--- src/rtl/mult_ctrl_pkg.sv ---
// Shared definitions for the batch multiplier sequencer: FSM state codes,
// multiplier latency, result stride and the saturation helper.
// Optional feature macro: MULT_SAT_EN (one saturated result byte per pair).
package mult_ctrl_pkg;

  localparam logic [2:0] ST_IDLE  = 3'd0;
  localparam logic [2:0] ST_RD_A  = 3'd1;
  localparam logic [2:0] ST_RD_B  = 3'd2;
  localparam logic [2:0] ST_MUL   = 3'd3;
  localparam logic [2:0] ST_WR_LO = 3'd4;
  localparam logic [2:0] ST_WR_HI = 3'd5;
  localparam logic [2:0] ST_NEXT  = 3'd6;
  localparam logic [2:0] ST_DONE  = 3'd7;

  // Cycles from multiplier start to its valid pulse.
  localparam int MULT_LAT = 8;

  // Result bytes written per operand pair.
`ifdef MULT_SAT_EN
  localparam int RES_STRIDE = 1;
`else
  localparam int RES_STRIDE = 2;
`endif

  typedef enum logic [2:0] {
    S_IDLE  = ST_IDLE,
    S_RD_A  = ST_RD_A,
    S_RD_B  = ST_RD_B,
    S_MUL   = ST_MUL,
    S_WR_LO = ST_WR_LO,
    S_WR_HI = ST_WR_HI,
    S_NEXT  = ST_NEXT,
    S_DONE  = ST_DONE
  } state_t;

  // Clamp a 16-bit product into one byte.
  function automatic logic [7:0] sat8(input logic [15:0] p);
    return (p > 16'd255) ? 8'hFF : p[7:0];
  endfunction

endpackage

--- src/rtl/shift_add_mult8.sv ---
// 8x8 unsigned shift-add multiplier. The first partial step is folded into
// the start cycle so valid pulses exactly MULT_LAT cycles after start.
// product holds its final value until the next start.
module shift_add_mult8
  import mult_ctrl_pkg::*;
(
  input  logic        clk,
  input  logic        reset,
  input  logic        start,
  input  logic [7:0]  a,
  input  logic [7:0]  b,
  output logic        busy,
  output logic        valid,
  output logic [15:0] product
);

  localparam logic [2:0] LAST_STEP = 3'(MULT_LAT - 1);

  logic [7:0] mcand_r;
  logic [2:0] step_r;

  // One iteration: add multiplicand into the high half if multiplier LSB is set, shift right.
  function automatic logic [15:0] sa_step(input logic [15:0] p, input logic [7:0] m);
    logic [8:0] sum;
    sum = {1'b0, p[15:8]} + (p[0] ? {1'b0, m} : 9'd0);
    return {sum, p[7:1]};
  endfunction

  // Iteration register: load on start, then step until the last iteration.
  always_ff @(posedge clk or posedge reset) begin
    if (reset) begin
      mcand_r <= 8'd0;
      step_r  <= 3'd0;
      busy    <= 1'b0;
      valid   <= 1'b0;
      product <= 16'd0;
    end else if (start) begin
      mcand_r <= a;
      step_r  <= 3'd1;
      busy    <= 1'b1;
      valid   <= 1'b0;
      product <= sa_step({8'd0, b}, a);
    end else if (busy) begin
      product <= sa_step(product, mcand_r);
      step_r  <= step_r + 3'd1;
      busy    <= (step_r != LAST_STEP);
      valid   <= (step_r == LAST_STEP);
    end else begin
      valid   <= 1'b0;
    end
  end

endmodule

--- src/rtl/mult_batch_ctrl.sv ---
// Batch sequencer: reads operand pairs from a sync-read single-port RAM,
// multiplies them and writes each product back, then pulses done.
// All outputs are registered from the next-state decode so they line up
// with the state shown on st_debug.
// Optional feature macro: MULT_SAT_EN (write one saturated byte per pair).
module mult_batch_ctrl
  import mult_ctrl_pkg::*;
#(
  parameter int AW = 8,
  parameter int CW = 8
) (
  input  logic          clk,
  input  logic          reset,
  input  logic          start,
  input  logic [AW-1:0] op_base,
  input  logic [AW-1:0] res_base,
  input  logic [CW-1:0] count,
  output logic [AW-1:0] ram_addr,
  output logic          ram_we,
  output logic [7:0]    ram_wdata,
  input  logic [7:0]    ram_rdata,
  output logic          busy,
  output logic          done,
  output logic [2:0]    st_debug
);

  localparam logic [AW-1:0] ADDR_ONE  = AW'(1'b1);
  localparam logic [AW-1:0] OP_STEP   = AW'(2'd2);
  localparam logic [AW-1:0] RES_STEP  = AW'(RES_STRIDE);
  localparam logic [CW-1:0] CNT_ONE   = CW'(1'b1);
  localparam logic [CW-1:0] CNT_ZERO  = CW'(1'b0);

  state_t        state_r, state_s;
  logic [AW-1:0] op_ptr_r, op_ptr_s, res_ptr_r, res_ptr_s;
  logic [CW-1:0] idx_r, idx_s, count_r, count_s;
  logic [7:0]    a_r;
  logic          mul_first_r;
  logic          mult_start_s, mult_busy_s, mult_valid_s;
  logic [15:0]   product_s;
  logic [AW-1:0] ram_addr_s;
  logic          ram_we_s, busy_s, done_s;
  logic [7:0]    ram_wdata_s;

  assign mult_start_s = (state_r == S_MUL) && mul_first_r && !mult_busy_s;
  assign st_debug     = state_r;

  shift_add_mult8 u_mult (
    .clk     (clk),
    .reset   (reset),
    .start   (mult_start_s),
    .a       (a_r),
    .b       (ram_rdata),
    .busy    (mult_busy_s),
    .valid   (mult_valid_s),
    .product (product_s)
  );

  // Next state plus pointer/index/count bookkeeping.
  always_comb begin
    state_s   = state_r;
    op_ptr_s  = op_ptr_r;
    res_ptr_s = res_ptr_r;
    idx_s     = idx_r;
    count_s   = count_r;
    case (state_r)
      S_IDLE: begin
        if (start) begin
          op_ptr_s  = op_base;
          res_ptr_s = res_base;
          idx_s     = CNT_ZERO;
          count_s   = count;
          state_s   = (count != CNT_ZERO) ? S_RD_A : S_DONE;
        end else begin
          state_s   = S_IDLE;
        end
      end
      S_RD_A:  state_s = S_RD_B;
      S_RD_B:  state_s = S_MUL;
      S_MUL: begin
        if (mult_valid_s) begin
          state_s = S_WR_LO;
        end else begin
          state_s = S_MUL;
        end
      end
`ifdef MULT_SAT_EN
      S_WR_LO: state_s = S_NEXT;
`else
      S_WR_LO: state_s = S_WR_HI;
`endif
      S_WR_HI: state_s = S_NEXT;
      S_NEXT: begin
        op_ptr_s  = op_ptr_r + OP_STEP;
        res_ptr_s = res_ptr_r + RES_STEP;
        idx_s     = idx_r + CNT_ONE;
        state_s   = (idx_r == count_r - CNT_ONE) ? S_DONE : S_RD_A;
      end
      S_DONE:  state_s = S_IDLE;
      default: state_s = S_IDLE;
    endcase
  end

  // Output decode for the upcoming state, using the upcoming pointer values.
  always_comb begin
    ram_addr_s  = {AW{1'b0}};
    ram_we_s    = 1'b0;
    ram_wdata_s = 8'd0;
    busy_s      = 1'b0;
    done_s      = 1'b0;
    case (state_s)
      S_RD_A: begin
        ram_addr_s = op_ptr_s;
        busy_s     = 1'b1;
      end
      S_RD_B: begin
        ram_addr_s = op_ptr_s + ADDR_ONE;
        busy_s     = 1'b1;
      end
      S_MUL:  busy_s = 1'b1;
      S_WR_LO: begin
        ram_we_s   = 1'b1;
        ram_addr_s = res_ptr_s;
`ifdef MULT_SAT_EN
        ram_wdata_s = sat8(product_s);
`else
        ram_wdata_s = product_s[7:0];
`endif
        busy_s     = 1'b1;
      end
      S_WR_HI: begin
        ram_we_s    = 1'b1;
        ram_addr_s  = res_ptr_s + ADDR_ONE;
        ram_wdata_s = product_s[15:8];
        busy_s      = 1'b1;
      end
      S_NEXT: busy_s = 1'b1;
      S_DONE: done_s = 1'b1;
      default: begin
        ram_addr_s = {AW{1'b0}};
        busy_s     = 1'b0;
      end
    endcase
  end

  // State, datapath registers and registered outputs.
  always_ff @(posedge clk or posedge reset) begin
    if (reset) begin
      state_r     <= S_IDLE;
      op_ptr_r    <= {AW{1'b0}};
      res_ptr_r   <= {AW{1'b0}};
      idx_r       <= CNT_ZERO;
      count_r     <= CNT_ZERO;
      a_r         <= 8'd0;
      mul_first_r <= 1'b0;
      ram_addr    <= {AW{1'b0}};
      ram_we      <= 1'b0;
      ram_wdata   <= 8'd0;
      busy        <= 1'b0;
      done        <= 1'b0;
    end else begin
      state_r     <= state_s;
      op_ptr_r    <= op_ptr_s;
      res_ptr_r   <= res_ptr_s;
      idx_r       <= idx_s;
      count_r     <= count_s;
      a_r         <= (state_r == S_RD_B) ? ram_rdata : a_r;
      mul_first_r <= (state_s == S_MUL) && (state_r != S_MUL);
      ram_addr    <= ram_addr_s;
      ram_we      <= ram_we_s;
      ram_wdata   <= ram_wdata_s;
      busy        <= busy_s;
      done        <= done_s;
    end
  end

endmodule

--- config.mk ---
export PLATFORM = sky130hd
export DESIGN_NAME = mult_batch_ctrl
export DESIGN_NICKNAME = d
export VERILOG_FILES = /design/src/rtl/mult_ctrl_pkg.sv /design/src/rtl/shift_add_mult8.sv /design/src/rtl/mult_batch_ctrl.sv
export SDC_FILE = /design/constraint.sdc
export NUM_CORES = 1
export LEC_CHECK = 0
export ABC_CLOCK_PERIOD_IN_PS = 3700
export CAP_MARGIN = 20
export CORE_ASPECT_RATIO = 0.9
export CORE_MARGIN = 1.5
export CORE_UTILIZATION = 35
export DETAILED_ROUTE_END_ITERATION = 6
export SLEW_MARGIN = 10
export SYNTH_ARGS = -nofsm -noshare
export SYNTH_HDL_FRONTEND = slang
export SYNTH_SLANG_ARGS = --single-unit
--- constraint.sdc ---
create_clock -name clk -period 3.7 [get_ports clk]
set_input_delay 0.74 -clock clk [delete_from_list [all_inputs] [get_ports clk]]
set_output_delay 0.74 -clock clk [all_outputs]
set_load 0.01 [all_outputs]
==> results of run 1 <==
## area by class of cell
class / count / share of cell area, %
inverters: 14 / 0.871
multi-input cells: 387 / 42.1
clock buffers: 12 / 3.99
well taps: 193 / 3.91
repair buffers: 72 / 11.0
flip-flops and latches: 92 / 37.3
clock inverters: 4 / 0.891
## power by group through the flow
stage | logic (mW) | registers [mW] | clock network [mW]
global placement | 1.68 | 1.87 | 0
floorplan | 1.36 | 1.71 | 0
finish | 1.77 | 1.87 | 0.956
CTS | 1.77 | 1.87 | 0.977
global route | 1.97 | 1.94 | 1.02
detailed placement | 1.75 | 1.88 | 0
## kinds of logic (layout without fill, tap and decap cells)
logic type                 Yosys count  in the layout  share of synthesized area [%]
muxes                               27             27                           5.76
xor gates and xnor gates            27             27                           4.65
adders and majority gates           16             16                           4.09
and+or+nand+nor                    185            185                           18.8
AOI/OAI and AO/OA                  132            132                           17.7
buffers and inverters               42            102                           3.67
DFF                                 92             92                           45.3
## how the worst min path moves through the flow
stage,startpoint,endpoint,slack [ps],depth (start not counted)
2_1_floorplan,u_mult.step_r[0],u_mult.step_r[0],450,1
3_3_place_gp,u_mult.step_r[0],u_mult.step_r[0],470,1
3_5_place_dp,u_mult.step_r[0],u_mult.step_r[0],480,1
4_1_cts,u_mult.step_r[0],u_mult.step_r[0],490,1
5_1_grt,u_mult.mcand_r[2],u_mult.mcand_r[2],510,1
6_report,u_mult.step_r[0],u_mult.step_r[0],490,1
## cells in the final DEF, fill, tap and decap left out, types with 3 or more instances in the layout
| master | n |
|---|---|
| ha_1 | 15 |
| clkdlybuf4s50_1 | 56 |
| inv_1 | 12 |
| a21oi_1 | 24 |
| xor2_1 | 12 |
| a31oi_1 | 6 |
| nand3_1 | 25 |
| mux2_2 | 18 |
| nor2_1 | 23 |
| nand2b_1 | 5 |
| nor3_1 | 5 |
| clkbuf_16 | 9 |
| a22o_1 | 8 |
| a211oi_1 | 7 |
| mux2i_1 | 9 |
| dfrtp_1 | 92 |
| or3_1 | 3 |
| nor2b_1 | 4 |
| nor4_1 | 5 |
| and3_1 | 16 |
| o211ai_1 | 7 |
| xnor2_1 | 15 |
| and2_1 | 11 |
| o311ai_0 | 4 |
| buf_4 | 16 |
| a221o_1 | 5 |
| nand2_1 | 69 |
| a22oi_1 | 4 |
| o21ai_0 | 38 |
## routing by layer
layer / vias up / GRT usage, %
met5: - / 0
met4: 0 / 6.32
met3: 25 / 4.47
met2: 133 / 28.0
met1: 2038 / 25.6
li1: 2012 / -
## critical path, cell delays in order
cell and delay, ps:
clkdlybuf4s50_1 510, nor4b_4 280, a221o_1 220, inv_1 50, a21oi_1 160, ha_1 260, o21ai_0 110, a31oi_1 300
nand2_1 110, a21oi_2 130, xor2_1 200, o221ai_2 100
## sequential cells by signal, summed over array words and instances (netlist names), 3 cells and up
signal and count:
a_r 8, idx_r 8, u_mult.step_r 3, ram_addr 8, u_mult.mcand_r 8, res_ptr_r 8, st_debug 3, op_ptr_r 8
count_r 8, ram_wdata 8, u_mult.product 16
## metrics by stage
step / cells / hold slack [ps] / utilization, %
2_1_floorplan: 521 / 451 / -
3_3_place_gp: 758 / 470 / 41.7
3_5_place_dp: 758 / 475 / 41.7
4_1_cts: 774 / 490 / 43.8
5_1_grt: 774 / 508 / 43.8
6_report: 774 / 493 / 43.8
==> impl_metrics.env, run 1 <==
export IMPL_ys_types=69
export IMPL_clkPwrFrac_pct=20.8
export IMPL_num_antenna_cells=0
export IMPL_dr_pass1_iters=5
export IMPL_multiInputGateArea_um2=2600
export IMPL_worst_setup_path_end_kind="flop"
export IMPL_async_flop_share_pct=100
export IMPL_status="finished clean"
export IMPL_synth_edf_count=0
export IMPL_htreeDepth=3
export IMPL_peakVddDrop_mv=0.367
export IMPL_chipWidth_um=130
export IMPL_coreArea_um2=14100
export IMPL_rows=41
export IMPL_die_area_um2=15300
export IMPL_post_cts_buffers=0
export IMPL_nets=627
export IMPL_seq_area_frac_synth_pct=45.3
export IMPL_seqCellArea_um2=2300
export IMPL_grt_max_degree=41
export IMPL_final_setup_worst_slack_ps=739
export IMPL_avgSynthCellArea_um2=9.76
export IMPL_cts_resized=0
export IMPL_rsz0062_at_grt="no"
export IMPL_pwr_share_seq_pct=40.7
export IMPL_wl_met2_um=6200
export IMPL_die_h_um=117
export IMPL_ys_seq_elements=92
export IMPL_fin_crit_ps=2960
export IMPL_dr_wl_met3_um=757
export IMPL_power_density_nw_per_um2=744
export IMPL_drc_errors=0
export IMPL_finalCritPeriodShare_pct=80.0
export IMPL_stdcell_area_um2=6180
export IMPL_post_dp_cell_area_um2=5880
export IMPL_r2r_setup_slack_ps=790
export IMPL_timing_rr_end="ram_addr[6]"
export IMPL_grt_use_total_pct=18.5
export IMPL_clk_pin_slew_ps=70
export IMPL_clock_latency_ps=350
export IMPL_setup_viol=0
export IMPL_synth_fp_nets=572
export IMPL_initial_utilization_pct=36.0
export IMPL_synth_area_top_cells="dfrtp_1, nand2_1, mux2_2"
export IMPL_crit_fanout=4
export IMPL_dp_hpwl_um=9370
export IMPL_yosysWarnings=0
export IMPL_dr_total_vias=4208
export IMPL_crit_end="ram_addr[6]"
export IMPL_synthTopCellsByCount="dfrtp_1, nand2_1, o21ai_0"
export IMPL_synth_top_area_share_pct=45.3
export IMPL_internal_power_mw=2.81
export IMPL_cap_violations=0
export IMPL_cts_made_buffers=9
export IMPL_crit_arrival_ps=3180
export IMPL_crit_start="start"
export IMPL_hold_buffers=0
export IMPL_grt_pass1_wl_um=21900
export IMPL_syn_inst=521
export IMPL_port_buffers=56
export IMPL_antenna_found_initial=0
export IMPL_fin_tns_setup_ps=0
export IMPL_wl_um=13500
export IMPL_grt_remaining_overflow=0
export IMPL_worst_pin_slew_ps=969
export IMPL_avgRoutedWirePerCell_um=17.4
export IMPL_antenna_left=0
export IMPL_total_leakage_power_nw=2.70
export IMPL_slew_headroom_pct=35.1
export IMPL_critPathLaunchType="input pin"
export IMPL_clockBufferDepth=2
export IMPL_pre_cts_ws_ps=417
export IMPL_reg2reg_depth=12
export IMPL_grt_pass1_vias=4207
export IMPL_synth_top_cell_by_area="dfrtp_1"
export IMPL_num_io_pins=57
export IMPL_gp_congestion=0.837
export IMPL_synth_most_common_cell="dfrtp_1"
export IMPL_hold_viol=0
export IMPL_synth_ff_type="dfrtp_1"
export IMPL_fill_cells=1335
export IMPL_routed_top_layer="met4"
export IMPL_syn2layout_area_growth_pct=21.6
export IMPL_finClkSkew_ps=8.99
export IMPL_worst_ep_required_time_ps=3920
export IMPL_viasPerCell=5.44
export IMPL_rr_startpoint="st_debug[2]"
export IMPL_wl_met1_um=6210
export IMPL_critical_path_class="in2reg"
export IMPL_drive_above_1_share_pct=10.8
export IMPL_hp_class="reg2reg"
export IMPL_drt_initial_drc_count=384
export IMPL_root_buffer="clkbuf_16"
export IMPL_cts_tree="built"
export IMPL_slew_violations=0
export IMPL_combinationalPowerShare_pct=38.5
export IMPL_fmax_mhz=338
export IMPL_switching_share_pct=38.7
export IMPL_syn_cell_area_um2=5080
export IMPL_cts_sinks=92
export IMPL_power_mw=4.59
export IMPL_p_sw_mw=1.78
Power figures use the tool's default switching activity.
==> inputs of run 2 (changes only) <==
--- a/config.mk
+++ b/config.mk
@@ -5,7 +5,7 @@
 export SDC_FILE = /design/constraint.sdc
 export NUM_CORES = 1
 export LEC_CHECK = 0
-export ABC_CLOCK_PERIOD_IN_PS = 3700
+export ABC_CLOCK_PERIOD_IN_PS = 2590
 export CAP_MARGIN = 20
 export CORE_ASPECT_RATIO = 0.9
 export CORE_MARGIN = 1.5
==> constraint.sdc (replaced) <==
create_clock -name clk -period 2.59 [get_ports clk]
set_input_delay 0.518 -clock clk [delete_from_list [all_inputs] [get_ports clk]]
set_output_delay 0.518 -clock clk [all_outputs]
set_load 0.01 [all_outputs]
==> run 2 against run 1 <==
  * Clock power grew 40%
  * Critical path depth did not move
  * Design area rose by 5.7%
  * Combinational power rose by 61%
  * Die area stayed put
  * Critical path type is now reg2reg
  * Highest routed layer unchanged
==> impl_metrics.env, run 2 (synthesized netlist as in run 1, its figures left out) <==
export IMPL_chipWidth_um=130
export IMPL_grt_max_degree=40
export IMPL_grt_pass1_wl_um=21800
export IMPL_cpPeakStageDelay_ps=560
export IMPL_cp_common_cell="o211ai_1"
export IMPL_viasPerCell=5.36
export IMPL_finalCritPeriodShare_pct=95.7
export IMPL_antenna_found_initial=0
export IMPL_htreeDepth=3
export IMPL_grt_pass1_vias=4242
export IMPL_cpLargestDelayFamily="compound AO/OA/AOI/OAI gates"
export IMPL_clock_latency_ps=350
export IMPL_worst_setup_path_end_kind="flop"
export IMPL_crit_buf_inv=2
export IMPL_die_h_um=117
export IMPL_critical_path_class="reg2reg"
export IMPL_slew_headroom_pct=58.1
export IMPL_port_buffers=56
export IMPL_hold_buffers=0
export IMPL_timing_rr_end="ram_addr[4]"
export IMPL_rr_startpoint="st_debug[2]"
export IMPL_rows=41
export IMPL_min_path_cells=1
export IMPL_cts_sinks=92
export IMPL_cts_tree="built"
export IMPL_p_sw_mw=2.58
export IMPL_dp_hpwl_um=9760
export IMPL_grt_remaining_overflow=0
export IMPL_worst_pin_slew_ps=627
export IMPL_internal_power_mw=4.18
export IMPL_status="finished clean"
export IMPL_place_inst=788
export IMPL_min_to="u_mult.mcand_r[3]"
export IMPL_antenna_left=0
export IMPL_grt_use_total_pct=18.2
export IMPL_path_cells="buf_6 -> or4b_4 -> o211ai_1 -> a21oi_2 -> ha_2 -> o21ai_2 -> a31oi_1 -> buf_4 -> nand2_2 -> xnor2_1 -> a22oi_1 -> o211ai_1"
export IMPL_syn2layout_area_growth_pct=28.5
export IMPL_final_common_cell="dfrtp_1"
export IMPL_rsz0062_at_grt="yes"
export IMPL_setup_viol=0
export IMPL_dr_total_vias=4351
export IMPL_drc_errors=0
export IMPL_power_mw=6.77
export IMPL_hp_class="reg2reg"
export IMPL_power_density_nw_per_um2=1040
export IMPL_clkPwrFrac_pct=19.8
export IMPL_largest_register_ffs=16
export IMPL_critPathLaunchType="flop"
export IMPL_clockBufferDepth=2
export IMPL_combinationalPowerShare_pct=42.1
export IMPL_fmax_mhz=404
export IMPL_crit_slowest_cell="or4b_4"
export IMPL_initial_utilization_pct=36.0
export IMPL_dr_pass1_iters=4
export IMPL_drive_above_1_share_pct=18.4
export IMPL_nets=665
export IMPL_avgRoutedWirePerCell_um=16.5
export IMPL_wl_um=13400
export IMPL_crit_arrival_ps=2700
export IMPL_most_common_layout_cells="dfrtp_1, nand2_1, clkdlybuf4s50_1"
export IMPL_reg2reg_depth=12
export IMPL_clk_pin_slew_ps=70
export IMPL_cts_made_buffers=9
export IMPL_r2r_setup_slack_ps=110
export IMPL_num_io_pins=57
export IMPL_peakVddDrop_mv=0.583
export IMPL_coreArea_um2=14100
export IMPL_gp_congestion=0.899
export IMPL_drt_initial_drc_count=284
export IMPL_switching_share_pct=38.2
export IMPL_crit_fanout=7
export IMPL_root_buffer="clkbuf_16"
export IMPL_pwr_share_seq_pct=38.2
export IMPL_finClkSkew_ps=8.08
export IMPL_fin_crit_ps=2480
export IMPL_hold_viol=0
export IMPL_total_leakage_power_nw=2.89
export IMPL_min_from="u_mult.mcand_r[3]"
export IMPL_largest_register="u_mult.product"
export IMPL_num_antenna_cells=0
export IMPL_die_area_um2=15300
export IMPL_finalNonFillerCells=812
export IMPL_worst_ep_required_time_ps=2820
export IMPL_slew_violations=0
export IMPL_cap_violations=0
export IMPL_whs_ps=500
==> run 2: changes by cell type in the layout (fill, tap and decap cells not counted), sizes merged <==
cell and delta:
clkdlybuf4s50 -1, dlygate4sd2 +1, clkinv +3, buf +38
clkinvlp +1, inv -1, clkbuf -3
==> run 2: final cells by class <==
type | count | area [um2]
fillers | 1317 | 7580
repair buffers | 110 | 1000
well taps | 193 | 241
flip-flops and latches | 92 | 2310
clock buffers | 9 | 225
clock inverters | 7 | 76.3
multi-input cells | 387 | 2620
inverters | 14 | 56.3
==> run 2: power by group through the flow <==
stage | clock [mW] | combinational (mW) | sequential [mW]
2_1_floorplan | 0 | 1.95 | 2.44
3_3_place_gp | 0 | 2.69 | 2.57
3_5_place_dp | 0 | 2.77 | 2.59
4_1_cts | 1.39 | 2.78 | 2.57
5_1_grt | 1.44 | 3.16 | 2.67
6_report | 1.34 | 2.85 | 2.58
==> run 2: layer usage <==
metal,global-route usage (%),part of all wire [%]
met4,5.42,1.4
met3,4.06,4.8
met5,0,0
met2,28.7,47
met1,24.8,47
==> run 2: timing repair <==
item,in CTS,in global routing
pin swaps,1,6
resized for setup,4,12
endpoints found under the setup margin,3,7
hold endpoints to repair,0,0
buffers inserted,2,6
==> run 2: worst max path at each step <==
| stage | from | to | slack, ps | cells past startpoint |
|---|---|---|---|---|
| 2_1_floorplan | start | ram_addr[4] | 10 | 12 |
| 3_5_place_dp | start | ram_addr[4] | -400 | 12 |
| 5_1_grt | st_debug[2] | ram_addr[4] | -30 | 13 |
| 4_1_cts | st_debug[2] | ram_addr[4] | 20 | 12 |
| 3_3_place_gp | start | ram_addr[4] | -350 | 12 |
| 6_report | st_debug[2] | ram_addr[4] | 110 | 12 |
==> run 2: per-stage QoR <==
step	worst slack [ps]	utilization [%]	setup TNS (ps)	instance area, um2
floorplan	10.9	-	0	5090
global placement	-346	43.5	-1980	6130
detailed placement	-395	43.5	-2220	6130
CTS	16.2	45.7	0	6450
global route	-25.2	46.3	-25.2	6530
finish	112	46.3	0	6530
==> run 2: worst register-to-register path, cell delays in order, from the launching register on <==
cell and delay (ps):
dfrtp_2 470, buf_6 150, or4b_4 560, o211ai_1 250
a21oi_2 50, ha_2 200, o21ai_2 50, a31oi_1 50
buf_4 170, nand2_2 70, xnor2_1 60, a22oi_1 160
o211ai_1 110
